### config.mk
export PLATFORM = sky130hd
export DESIGN_NAME = key_ctrl
export DESIGN_NICKNAME = d
export VERILOG_FILES = /design/src/rtl/key_ctrl_pkg.sv /design/src/rtl/key_debounce.sv /design/src/rtl/key_ctrl.sv
export SDC_FILE = /design/constraint.sdc
export NUM_CORES = 1
export LEC_CHECK = 0
export BUFFER_PORTS_ARGS = -buffer_cell sky130_fd_sc_hd__buf_2
export CAP_MARGIN = 20
export CORE_UTILIZATION = 55
export CTS_CLUSTER_DIAMETER = 30
export DETAILED_ROUTE_END_ITERATION = 12
export PLACE_DENSITY = 0.77
export SLEW_MARGIN = 20
export SYNTH_ARGS = -nofsm -noshare
export SYNTH_HDL_FRONTEND = slang
export SYNTH_SLANG_ARGS = --single-unit
### constraint.sdc
create_clock -name clk -period 2.41 [get_ports clk]
set_input_delay 0.723 -clock clk [delete_from_list [all_inputs] [get_ports clk]]
set_output_delay 0.723 -clock clk [all_outputs]
set_load 0.02 [all_outputs]
### src/rtl/key_ctrl_pkg.sv
// Shared constants and bus payload types for the push-button controller.
package key_ctrl_pkg;

    localparam int unsigned ADDR_W = 2;
    localparam int unsigned DATA_W = 32;

    localparam logic [ADDR_W-1:0] ADDR_DATA = 2'd0;
    localparam logic [ADDR_W-1:0] ADDR_MASK = 2'd1;
    localparam logic [ADDR_W-1:0] ADDR_EDGE = 2'd2;
    localparam logic [ADDR_W-1:0] ADDR_RAW  = 2'd3;

    typedef struct packed {
        logic              wr;
        logic [ADDR_W-1:0] addr;
        logic [DATA_W-1:0] wdata;
    } avl_req_t;

endpackage

### src/rtl/key_debounce.sv
// One push button: 2-flop synchronizer, hold counter and accepted (stable) level.
module key_debounce #(
    parameter int unsigned DEBOUNCE_CYCLES = 500000
) (
    input  logic clk,
    input  logic reset_n,
    input  logic key_raw,
    output logic key_sync,
    output logic key_stable,
    output logic press
);

    localparam int unsigned CNT_W = (DEBOUNCE_CYCLES > 1) ? $clog2(DEBOUNCE_CYCLES) : 1;
    localparam logic [CNT_W-1:0] CNT_MAX = CNT_W'(DEBOUNCE_CYCLES - 1);

    logic             meta;
    logic [CNT_W-1:0] cnt;

    // Counter runs only while the synchronized level disagrees; it clears on
    // acceptance, so it never passes CNT_MAX.
    always_ff @(posedge clk or negedge reset_n) begin
        if (!reset_n) begin
            meta       <= 1'b1;
            key_sync   <= 1'b1;
            key_stable <= 1'b1;
            cnt        <= '0;
            press      <= 1'b0;
        end else begin
            meta     <= key_raw;
            key_sync <= meta;
            press    <= 1'b0;
            if (key_sync == key_stable) begin
                cnt <= '0;
            end else if (cnt == CNT_MAX) begin
                key_stable <= key_sync;
                cnt        <= '0;
                press      <= ~key_sync;
            end else begin
                cnt <= cnt + CNT_W'(1);
            end
        end
    end

endmodule

### src/rtl/key_ctrl.sv
// Avalon-MM push-button controller: debounced levels, press edge capture and masked irq.
module key_ctrl
    import key_ctrl_pkg::*;
#(
    parameter int unsigned NUM_KEYS        = 4,
    parameter int unsigned DEBOUNCE_CYCLES = 500000
) (
    input  logic                clk,
    input  logic                reset_n,
    input  logic [1:0]          address,
    input  logic                chipselect,
    input  logic                write_n,
    input  logic [31:0]         writedata,
    output logic [31:0]         readdata,
    input  logic [NUM_KEYS-1:0] Key_in,
    output logic                irq
);

    logic [NUM_KEYS-1:0] raw_sync;
    logic [NUM_KEYS-1:0] stable;
    logic [NUM_KEYS-1:0] press;
    logic [NUM_KEYS-1:0] mask;
    logic [NUM_KEYS-1:0] edge_cap;
    logic [NUM_KEYS-1:0] edge_clr_c;
    logic [NUM_KEYS-1:0] edge_nxt_c;
    logic [DATA_W-1:0]   rdata_nxt_c;
    avl_req_t            req_c;

    for (genvar i = 0; i < NUM_KEYS; i++) begin : g_key
        key_debounce #(
            .DEBOUNCE_CYCLES(DEBOUNCE_CYCLES)
        ) u_debounce (
            .clk       (clk),
            .reset_n   (reset_n),
            .key_raw   (Key_in[i]),
            .key_sync  (raw_sync[i]),
            .key_stable(stable[i]),
            .press     (press[i])
        );
    end

    if (NUM_KEYS < DATA_W) begin : g_wdata_hi
        logic unused_wdata_hi;
        assign unused_wdata_hi = ^writedata[DATA_W-1:NUM_KEYS];
    end

    assign req_c.wr    = chipselect & ~write_n;
    assign req_c.addr  = address;
    assign req_c.wdata = writedata;

    // A press in the same cycle as a write-1-clear keeps its bit set.
    always_comb begin
        edge_clr_c  = '0;
        rdata_nxt_c = '0;
        if (req_c.wr && req_c.addr == ADDR_EDGE) begin
            edge_clr_c = req_c.wdata[NUM_KEYS-1:0];
        end
        edge_nxt_c = (edge_cap & ~edge_clr_c) | press;
        case (req_c.addr)
            ADDR_DATA: rdata_nxt_c = DATA_W'(stable);
            ADDR_MASK: rdata_nxt_c = DATA_W'(mask);
            ADDR_EDGE: rdata_nxt_c = DATA_W'(edge_cap);
            ADDR_RAW:  rdata_nxt_c = DATA_W'(raw_sync);
            default:   rdata_nxt_c = '0;
        endcase
    end

    always_ff @(posedge clk or negedge reset_n) begin
        if (!reset_n) begin
            mask     <= '0;
            edge_cap <= '0;
            readdata <= '0;
            irq      <= 1'b0;
        end else begin
            if (req_c.wr && req_c.addr == ADDR_MASK) begin
                mask <= req_c.wdata[NUM_KEYS-1:0];
            end
            edge_cap <= edge_nxt_c;
            readdata <= rdata_nxt_c;
            irq      <= |(edge_cap & mask);
        end
    end

endmodule

[Word-level counts from Yosys, hierarchy flattened]
Index checks and enable logic that the tools add are counted.
Storage, ports and cells
  register bits after elaboration: 133
  input bits: 42
  output and inout bits: 33
  word-level logic and storage cells: 79
Operators by class
  $add $sub $neg: 4
  equality and inequality tests: 11
  mux-type cells: 18
  bitwise gates (word level): 14
  reduce and logical (&&, ||, !) cells: 8
Operator list (count)
  two-way mux 19 bit: 8
  one-hot mux 32 bit (4 select lines): 1
  adder 19 x 1 -> 19 bit (second input constant): 4
  equality test 19 bit (second input constant): 4
  inverter 1 bit: 9
  bitwise AND 4 bit: 2
  two-way mux 1 bit: 8
  AND reduction 2 bit: 4
  equality test 1 bit: 4
  equality test 2 bit (second input constant): 2
  two-way mux 4 bit: 1
  inverter 4 bit: 1
  OR 4 bit: 1
  OR reduction 4 bit: 1
  equality test 2 x 1 -> 1 bit (second input constant): 1
  logical AND 1 bit: 2
  logical NOT 2 bit: 1
  bitwise AND 1 bit: 1

[Depth between registers and ports, before layout]
  depth after elaboration: 7
  mapped depth: 6
  mapped depth without buffers: 5

[Hierarchy]
From an unflattened synthesis, not the netlist that was laid out.
Unflattened totals
  cells, all modules: 508
  area, all modules: 5292.6 sq um
By module, submodules not included
  key_debounce: instances 4, cells each 110, area each 1122.3 sq um, sequential area each 579.3 sq um
  key_ctrl: instances 1, cells each 68, area each 803.3 sq um, sequential area each 325.3 sq um

[Worst setup path after synthesis]
Ideal clock, no wire load.
  path kind: register -> register
  from: reg g_key[0].u_debounce.cnt[14]
  to: reg g_key[0].u_debounce.cnt[11]
  setup time: 119 ps
  data arrival time: 1879 ps
  data required time: 2291 ps
  path slack: 413 ps
  stages on the path, launching flop included: 6
  buffers on the path: 1
  clock period less this slack: 1997 ps
  cells stage by stage: dfrtp_1 -> or4b_1 -> or4_4 -> o21ai_4 -> buf_6 -> nor2_1
On the way
  word-level cells in the longest chain between the ends: 3
Ends and longest elaborated chain
  start, declared: RTL line key_debounce.sv:17  | logic [CNT_W-1:0] cnt;
  start signal, assigned: RTL line key_debounce.sv:39  | cnt <= cnt + CNT_W'(1);
  equality test 19 bit: RTL line key_debounce.sv:34  | end else if (cnt == CNT_MAX) begin
  two-way mux 19 bit: RTL line key_debounce.sv:34
  two-way mux 19 bit: RTL line key_debounce.sv:32  | if (key_sync == key_stable) begin
No other way between the ends.
A chain may end at the register's enable or synchronous reset.

[Final worst setup path]
  from: reg g_key[0].u_debounce.cnt[14]
  to: reg g_key[0].u_debounce.cnt[14]
On the way
  word-level cells in the longest chain between the ends: 3
  elaborated cells on any way between the ends: 4
  classes of those cells: add/sub (1); eq/ne (1); mux (2)
Ends and longest elaborated chain (RTL line)
  adder 19 x 1 -> 19 bit or equality test 19 bit (tied branches): key_debounce.sv:39, key_debounce.sv:34
  two-way mux 19 bit *: key_debounce.sv:34
  two-way mux 19 bit *: key_debounce.sv:32
Every way passes the cells marked *; elsewhere a longest branch is shown, timed or not.

==> run_results.csv <==
group,metric,value,unit
layout,antennaDiodeCount,0,
placement,io_buffers,18,
sta,worst_slew_pin_slew,0.660,ns
power_and_ir_drop,p_leak,2.24,nW
floorplanning,die_w,98.3,µm
worst_setup_path,crit_path_max_incr_delay,0.55,ns
clock_network,clk_pin_slew_worst_paths,0.10,ns
worst_setup_path,worst-path-max-fanout,18,
sta,hold_slack,0.320,ns
worst_setup_path,cp-startpoint,"g_key[0].u_debounce.cnt[14]$_DFF_PN0_",
worst_setup_path,r2r_start,"g_key[0].u_debounce.cnt[14]$_DFF_PN0_",
clock_network,clock_path_buffers,2,
floorplanning,initial_utilization,57.7,%
route,antenna_left,0,
global_route,antenna_found_initial,0,
route,drt-wirelength-per-cell,14.3,µm
worst_setup_path,crit_end,"g_key[0].u_debounce.cnt[14]$_DFF_PN0_",
synthesis,yosys_warnings,0,
floorplanning,boundaryPins,75,
worst_setup_path,rr_worst_depth,4,
clock_network,cts_htree_levels,3,
power_and_ir_drop,ir_drop,414,µV
clock_network,numCtsBuffers,9,
placement,place_ws,0.239,ns
synthesis,seq_area_frac_synth,51.8,%
layout,area_growth,6.99,%
sta,hold_violations,0,
clock_network,cts.sinks,105,
clock_network,postCtsSetupRepairBufs,0,
sta,fin_ws,0.247,ns
worst_setup_path,worst_ep_required_time,2.65,ns
worst_setup_path,crit_family,"simple AND/OR/NAND/NOR gates",
global_route,grt_overflow,0,
placement,gp_congestion,0.838,
synthesis,yosysUniqueCellTypes,46,
worst_setup_path,timing.rr.end,"g_key[0].u_debounce.cnt[14]$_DFF_PN0_",
synthesis,syn-cell-area,0.00510,mm²
flow_run,maxCapViolCount,0,
sta,min_period,2.16,ns
placement,hpwl,6500,µm
worst_setup_path,crit_buf_inv,0,
clock_network,post_cts_resized,0,
global_route,grt_pass1_wl,15900,µm
clock_network,postCtsHoldBufs,0,
route,drt_iter0_markers,90,
floorplanning,die-height,98.3,µm
layout,drive_above_1_share,15.3,%
route,drc,3,
route,wl,8980,µm
worst_setup_path,cp_slowest_cell,"or4_4",
global_route,grt_pass1_vias,3453,
worst_setup_path,cp.arrival,2.41,ns
sta,rsz0062_at_grt,"false",
synthesis,netlist_instances,488,
power_and_ir_drop,powerDensity,557,mW/mm²
hold_path,hp-class,"primary input to async pin",
worst_setup_path,r2r_slack,0.25,ns
worst_setup_path,crit_type,"flip-flop to flip-flop",
layout,fin_cells,630,
sta,final-max-slew-violation-count,0,
layout,final_net_count,564,
floorplanning,core_area,0.00885,mm²
sta,slew_headroom,55.6,%
floorplanning,row_count,34,
sta,skew,0.0132,ns
route,via_per_inst,5.55,
sta,fin_crit_sh,89.7,%
worst_setup_path,path_depth,4,
worst_setup_path,path_cells,"or4b_1 -> or4_4 -> o21ai_4 -> nor2_1",
floorplanning,dieArea,0.00967,mm²
outcome,violations,"DRC",
synthesis,synth.avg_cell_area,10.5,µm²
placement,place_inst,615,
sta,finalSetupViolCount,0,
outcome,outcome,"complete, but fails checks",
route,vias,3499,
layout,final_util,61.7,%
worst_setup_path,crit_path_end_kind,"flip-flop",
sta,fmax,462,MHz
sta,tns,0,ns
synthesis,ys_ff_latch,105,
worst_setup_path,worst_setup_path_start_kind,"flip-flop",
clock_network,cts_tree,"done",
clock_network,root_buffer,"clkbuf_8",
global_route,grt_max_degree,39,
global_route,grtUsageTotal,20.6,%
clock_network,clock_latency,0.36,ns
route,dr.pass1.iters,11,
## layout make-up
cell class | count | area, µm²
clock buffers | 10 | 128
clock inverters | 5 | 45.0
fillers | 726 | 3390
inverters | 13 | 48.8
multi-input cells | 359 | 2250
flip-flops and latches | 105 | 2640
well taps | 108 | 135
repair buffers | 30 | 208
## worst min path at each step
stage                                             startpoint                                endpoint  slack [ns]  cells after the start
final                                                reset_n    g_key[3].u_debounce.cnt[3]$_DFF_PN0_        0.32                      1
after global routing                                 reset_n    g_key[3].u_debounce.cnt[0]$_DFF_PN0_        0.34                      1
after CTS                                            reset_n                     mask[2]$_DFFE_PN0P_        0.32                      1
after detailed placement  g_key[0].u_debounce.meta$_DFF_PN1_  g_key[0].u_debounce.key_sync$_DFF_PN1_        0.35                      0
after global placement    g_key[2].u_debounce.meta$_DFF_PN1_  g_key[2].u_debounce.key_sync$_DFF_PN1_        0.35                      0
after floorplan           g_key[0].u_debounce.meta$_DFF_PN1_  g_key[0].u_debounce.key_sync$_DFF_PN1_        0.35                      0
## logic make-up (layout without fill, tap and decap cells)
kind of cell | after synthesis | after routing | synth area share, %
AO/OA/AOI/OAI | 48 | 48 | 6.03
XOR/XNOR | 53 | 53 | 9.10
flip-flops | 105 | 105 | 51.8
AND/OR/NAND/NOR | 214 | 214 | 22.4
other | 1 | 28 | 0.0735
multiplexers | 12 | 12 | 3.53
adder cells (fa/ha/maj) | 4 | 4 | 0.981
buffers and inverters | 51 | 58 | 6.06
## registers in the layout, summed over array words and instances, names as in the netlist
name and count:
g_key.u_debounce.press 4, g_key.u_debounce.key_stable 4, mask 4, irq 1
readdata 4, edge_cap 4, g_key.u_debounce.cnt 76, g_key.u_debounce.key_sync 4
g_key.u_debounce.meta 4
## cell usage after synthesis, drive strengths merged
library cell  instances  area share (%)
dfrtp                93              46
nor2                 59             4.3
xnor2                39             6.7
buf                  32             4.6
nand2                31             2.3
nand3                25             2.6
a21oi                19             1.9
or4                  19             2.9
nand4                14             1.7
xor2                 14             2.4
inv                  13            0.96
nor4                 13             1.6
dfstp                12             6.2
or3                  12             1.5
nor3                 11             1.1
o21ai                11             1.3
o31ai                10             1.5
mux2                  8             1.8
clkbuf                6            0.47
a21o                  4            0.59
and2                  4            0.49
and4                  4            0.71
ha                    4            0.98
mux4                  4             1.8
nor3b                 4            0.59
or2                   4            0.49
and3                  3            0.37
nand3b                3            0.44
a22oi                 2            0.29
nor4b                 2            0.34
nor4bb                2            0.39
a21bo                 1            0.20
and3b                 1            0.17
conb                  1           0.073
nand2b                1            0.12
nand4b                1            0.17
o41ai                 1            0.32
or4b                  1            0.20
## metrics by stage
stage	instance area, µm²	power [mW]
final	5460	3.04
after global routing	5460	3.18
after CTS	5460	3.09
after detailed placement	5290	2.09
after global placement	5290	2.08
after floorplan	5200	2.03
## cells in the final DEF, fill, tap and decap left out, drive strengths merged, types with 8 or more instances in the layout
cell / netlist / final
clkbuf: 6 / 10
nor4: 13 / 13
nand3: 25 / 25
mux2: 8 / 8
nand2: 31 / 31
o21ai: 11 / 11
conb: 1 / 28
dfstp: 12 / 12
inv: 13 / 17
buf: 32 / 30
or3: 12 / 12
nand4: 14 / 14
a21oi: 19 / 19
or4: 19 / 19
xnor2: 39 / 39
o31ai: 10 / 10
dfrtp: 93 / 93
nor2: 59 / 59
nor3: 11 / 11
xor2: 14 / 14
## per-layer routing
metal,GRT usage (%),vias up,routed length [µm]
met5,0,-,0
met4,4.82,0,62
met3,5.58,4,273
met2,34.3,53,4480
met1,27.1,1715,4170
li1,-,1727,-
## power by group
part | internal (mW) | total, mW | switching, mW | leakage, nW
sequential | 1.81 | 1.85 | 0.0375 | 1.40
combinational | 0.0703 | 0.207 | 0.136 | 0.755
clock | 0.389 | 0.986 | 0.597 | 0.0857
Power figures use the tool's default switching activity.
